### config.mk
export PLATFORM = sky130hd
export DESIGN_NAME = csa8_seq_core
export DESIGN_NICKNAME = d
export VERILOG_FILES = /design/src/rtl/csa8_seq_core.sv
export SDC_FILE = /design/constraint.sdc
export NUM_CORES = 1
export LEC_CHECK = 0
export CORE_MARGIN = 10
export CORE_UTILIZATION = 52
export DETAILED_ROUTE_END_ITERATION = 8
export PLACE_DENSITY_LB_ADDON = 0.2
export SLEW_MARGIN = 20
export SYNTH_ARGS = -nofsm -noshare
export SYNTH_HDL_FRONTEND = slang
export SYNTH_SLANG_ARGS = --single-unit
### constraint.sdc
create_clock -name clk -period 3.2 [get_ports clk]
set_input_delay 0.48 -clock clk [delete_from_list [all_inputs] [get_ports clk]]
set_output_delay 0.48 -clock clk [all_outputs]
set_load 0.005 [all_outputs]
### src/rtl/csa8_seq_core.sv
// csa8_seq_core: sequential front-end/back-end for an 8-bit carry-select adder.
// Operands A and B are loaded one after the other over ui_in, each with a
// strobe on uio_in[0]. The sum or difference goes through a two-stage
// carry-select pipeline: the low nibble first, then the high nibble.
// The result stays on uo_out, with a valid flag, until the next
// transaction starts.
// Optional build macro: CSA8_SAT_EN. When it is defined, a signed overflow
// saturates the result to 0x7F or 0x80.

module csa8_seq_core #(
    parameter int NIB = 4
) (
    input  logic       clk,
    input  logic       rst_n,
    input  logic       ena,
    input  logic [7:0] ui_in,
    output logic [7:0] uo_out,
    input  logic [7:0] uio_in,
    output logic [7:0] uio_out,
    output logic [7:0] uio_oe
);

    localparam int W = 2 * NIB;

    typedef enum logic [1:0] {
        IDLE    = 2'd0,
        WAIT_B  = 2'd1,
        CALC_LO = 2'd2,
        CALC_HI = 2'd3
    } state_t;

    state_t state, next_state;

    logic         strobe_q;
    logic [W-1:0] a_q, b_q;
    logic         sub_q;
    logic [NIB-1:0] lo_q;
    logic           c4_q;
    logic [NIB:0]   hi0_q, hi1_q;
    logic [W-1:0] result_q;
    logic         cout_q, ovf_q, valid_q;

    logic load_ev, clear;
    logic load_a, load_b, do_lo, do_hi;

    logic [W-1:0] b_eff;
    logic [NIB:0] lo_full, hi0_n, hi1_n, hi_sel;
    logic [W-1:0] sum_n, result_n;
    logic         ovf_n;

    logic unused_uio;
    assign unused_uio = ^uio_in[7:3];

    assign load_ev = uio_in[0] & ~strobe_q & ena;
    assign clear   = uio_in[2] & ena;

    // Edge detector on the load strobe. It follows the pin only while the tile is enabled.
    always_ff @(posedge clk or negedge rst_n) begin
        if (!rst_n)
            strobe_q <= 1'b0;
        else if (ena)
            strobe_q <= uio_in[0];
    end

    // State register.
    always_ff @(posedge clk or negedge rst_n) begin
        if (!rst_n)
            state <= IDLE;
        else
            state <= next_state;
    end

    // Next-state logic and datapath enables. A clear overrides any load event on the same edge.
    always_comb begin
        next_state = state;
        load_a     = 1'b0;
        load_b     = 1'b0;
        do_lo      = 1'b0;
        do_hi      = 1'b0;
        if (ena) begin
            if (clear) begin
                next_state = IDLE;
            end else begin
                unique case (state)
                    IDLE: begin
                        if (load_ev) begin
                            load_a     = 1'b1;
                            next_state = WAIT_B;
                        end
                    end
                    WAIT_B: begin
                        if (load_ev) begin
                            load_b     = 1'b1;
                            next_state = CALC_LO;
                        end
                    end
                    CALC_LO: begin
                        do_lo      = 1'b1;
                        next_state = CALC_HI;
                    end
                    CALC_HI: begin
                        do_hi      = 1'b1;
                        next_state = IDLE;
                    end
                    default: next_state = IDLE;
                endcase
            end
        end
    end

    // Carry-select arithmetic. Subtraction inverts B and injects a carry-in of 1.
    // Both high-nibble candidates are formed in the same cycle as the low nibble.
    always_comb begin
        b_eff    = sub_q ? ~b_q : b_q;
        lo_full  = {1'b0, a_q[NIB-1:0]} + {1'b0, b_eff[NIB-1:0]} + {{NIB{1'b0}}, sub_q};
        hi0_n    = {1'b0, a_q[W-1:NIB]} + {1'b0, b_eff[W-1:NIB]};
        hi1_n    = {1'b0, a_q[W-1:NIB]} + {1'b0, b_eff[W-1:NIB]} + {{NIB{1'b0}}, 1'b1};
        hi_sel   = c4_q ? hi1_q : hi0_q;
        sum_n    = {hi_sel[NIB-1:0], lo_q};
        ovf_n    = (a_q[W-1] == b_eff[W-1]) && (sum_n[W-1] != a_q[W-1]);
`ifdef CSA8_SAT_EN
        if (ovf_n)
            result_n = a_q[W-1] ? 8'h80 : 8'h7F;
        else
            result_n = sum_n;
`else
        result_n = sum_n;
`endif
    end

    // Operand capture, the pipeline stages and the result/flag registers.
    always_ff @(posedge clk or negedge rst_n) begin
        if (!rst_n) begin
            a_q      <= '0;
            b_q      <= '0;
            sub_q    <= 1'b0;
            lo_q     <= '0;
            c4_q     <= 1'b0;
            hi0_q    <= '0;
            hi1_q    <= '0;
            result_q <= '0;
            cout_q   <= 1'b0;
            ovf_q    <= 1'b0;
            valid_q  <= 1'b0;
        end else begin
            if (ena && clear)
                valid_q <= 1'b0;
            if (load_a) begin
                a_q     <= ui_in;
                valid_q <= 1'b0;
            end
            if (load_b) begin
                b_q   <= ui_in;
                sub_q <= uio_in[1];
            end
            if (do_lo) begin
                lo_q  <= lo_full[NIB-1:0];
                c4_q  <= lo_full[NIB];
                hi0_q <= hi0_n;
                hi1_q <= hi1_n;
            end
            if (do_hi) begin
                result_q <= result_n;
                cout_q   <= hi_sel[NIB];
                ovf_q    <= ovf_n;
                valid_q  <= 1'b1;
            end
        end
    end

    assign uo_out  = result_q;
    assign uio_out = {ovf_q, cout_q, (state == WAIT_B), valid_q, 4'b0000};
    assign uio_oe  = 8'hF0;

endmodule

==> metrics <==
final max-slew violation count 0; Die X 87.86 um; slowest CP cell dfrtp_1; Worst path max stage delay 0.60 ns; worst vdd ir 537.5 uV; hold-fix buffer count after cts 0; combinational share of power 50.1%; die area 0.007719 sq mm; PortBufs 25; worst hold margin 0.1635 ns; Avg Cell Area, Syn 11.57 sq um; Worst Hold Class in -> async; Crit. End Element register; root buffer cell clkbuf_8; Arr. time, crit path 3.03 ns; Initial Util 54.25%; largest net degree at the start of global routing 47; Ant. Diodes 0; Max H-tree Level 2; Buf/Inv on CP 2; Yosys cell types 28; switch share 35.97%; clk_lat worst skew 0.30 ns; RSZ-0062 raised after global routing false; final non-filler cell total 280; Total Routing Usage GR 11.80%; min Tclk post-route 2.810 ns; Register Area 0.001151 sq mm; GR Overflow Total 0; core area 0.004414 sq mm; drt initial violations 82; CP Launch Type register; CP Class reg -> reg; Clk pin slew, worst setup/hold paths 0.08 ns; fin crit share 87.81%; DP Wirelength 3.233 mm; Final Hold Vio Count 0; CTS sink count 46; FF-to-FF Start sub_q; final setup vio count 0; share of cells above drive strength 1 16.67%; initial antenna violation count 0; Std-Cell Rows 24; via count 1463; CTS tree done; Rel. slew slack 61.33%; vias in the first global route 1565; # DRC 0; Required @ worst endpoint 3.42 ns; TNS Setup 0 ns; worst-path maximum fanout 9; CP Launch Point sub_q; crit path cell chain xor2_1 -> ha_1 -> inv_1 -> fa_1 -> inv_1 -> ha_1 -> nand2_1 -> a2111o_1 -> a2111o_1 -> o211ai_2; Syn Inst Count 207; Mapped Area 0.002395 sq mm; post-CTS sizing 0; PwrDens 1124 mW/mm^2; Ports 43; area delta synth->final 14.68%; Net Switching 1.110 mW; gp weighted congestion 0.8372; area occupied by multi-input gates 0.001114 sq mm; placed cells 272; Die Height 87.86 um; sequential area share after synthesis 48.07%; CTS Buffer Depth 2; Final Core Density 62.22%; Pre-antenna DRT Iters 4; Least-Margin Pin Slew 0.5786 ns; Clock Skews 0.005877 ns; first-pass GRT wire length 7.327 mm; antenna viol nets, final 0; Clock power frac 17.1%; final WL 4.188 mm; status finished clean; nets 261; total power 3.087 mW; MaxCap Viol Count 0; fillers 371; total CTS buffers 5; Post-CTS Setup Bufs 0; Leak 1.311 nW; highest achievable clock rate 0.3559 GHz; synthesized flop and latch total 46; drt via density 5.225; Top Family by Delay on Critical Path compound AO/OA/AOI/OAI gates; Seq pwr share 32.8%; cell internal pwr 1.976 mW; post-DR wirelength/cell 14.96 um; synth warn 0
[flip-flops by register name, indices dropped and copies added (netlist names)]
signal    count
uo_out        8
strobe_q      1
c4_q          1
state         2
a_q           8
b_q           8
hi0_q         5
valid_q       1
ovf_q         1
cout_q        1
lo_q          4
hi1_q         5
sub_q         1
[path summary, 6_finish.rpt]
path | to | slack, ns | depth (start not counted)
min reg2reg | uo_out[6] | 0.48 | 2
min | strobe_q | 0.16 | 1
max | hi1_q[4] | 0.39 | 10
max in group asynchronous | state[1] | 2.64 | 1
max reg2reg | hi1_q[4] | 0.39 | 10
min in group clk | uo_out[6] | 0.48 | 2
[area by class of cell]
type / instances / share of cell area, %
Tap cell: 52 / 2.369
Sequential cell: 46 / 41.91
Multi-Input combinational cell: 142 / 40.55
Clock inverter: 2 / 2.187
Inverter: 7 / 0.9567
Clock buffer: 6 / 3.007
Timing Repair Buffer: 25 / 9.021
[cell families after synthesis]
| family | count (synthesis) | share of synthesized area, % |
|---|---|---|
| flops | 46 | 48.07 |
| simple gates | 37 | 6.688 |
| mux | 33 | 15.26 |
| compound gates | 30 | 8.150 |
| buf+inv | 29 | 7.001 |
| fa+ha+maj | 15 | 8.464 |
| xor+xnor | 15 | 6.060 |
| other cells | 2 | 0.3136 |
[power by group through the flow]
| stage | logic (mW) | clock network, mW | registers, mW |
|---|---|---|---|
| 6_report | 1.55 | 0.526 | 1.01 |
| 5_1_grt | 1.74 | 0.566 | 1.06 |
| 4_1_cts | 1.56 | 0.537 | 1.02 |
| 3_5_place_dp | 1.55 | 0 | 1.03 |
| 3_3_place_gp | 1.48 | 0 | 1.01 |
| 2_1_floorplan | 1.20 | 0 | 0.962 |
[metal layers]
| metal | vias to the layer above | routed length, um | GRT usage, % |
|---|---|---|---|
| met5 | - | 0 | 0 |
| met4 | 0 | 56 | 4.203 |
| met3 | 7 | 307 | 4.085 |
| met2 | 34 | 1940 | 18.92 |
| met1 | 711 | 1884 | 14.41 |
| li1 | 711 | - | - |
[layout by cell type (no fill, tap or decap)]
cell type / n
a2111o_1: 3
a21o_1: 3
a21oi_1: 3
a31oi_1: 1
and2_1: 1
buf_4: 1
bufinv_16: 2
clkbuf_8: 6
clkdlybuf4s50_1: 24
conb_1: 12
dfrtp_1: 46
fa_1: 2
ha_1: 13
inv_1: 7
mux2_2: 28
mux2i_1: 5
nand2_1: 25
nand2b_1: 1
nand3_1: 4
nor2_1: 2
nor2b_1: 3
nor3b_1: 1
o211ai_2: 1
o21a_1: 1
o21ai_0: 15
o31ai_1: 3
xnor2_1: 4
xnor3_1: 1
xor2_1: 10
[cells in the mapped netlist, drive strengths merged]
cell type  instances  area share [%]
a2111o             3             1.4
a21o               3            0.94
a21oi              3            0.63
a31oi              1            0.26
and2               1            0.26
buf               17             5.1
clkbuf             5            0.78
conb               2            0.31
dfrtp             46              48
fa                 2             1.7
ha                13             6.8
inv                7             1.1
mux2              28              13
mux2i              5             2.1
nand2             25             3.9
nand2b             1            0.26
nand3              4            0.84
nor2               2            0.31
nor2b              3            0.78
nor3b              1            0.31
o211ai             1            0.52
o21a               1            0.31
o21ai             15             3.1
o31ai              3            0.94
xnor2              4             1.5
xnor3              1            0.94
xor2              10             3.7
[per-stage QoR]
stage	cell area, sq um	setup WS (ns)
after global routing	2746	0.2063
after detailed placement	2601	0.3971
after global placement	2601	0.5059
final	2746	0.3900
after CTS	2744	0.3853
after floorplan	2432	0.6820
(Power assumes the default switching activity.)
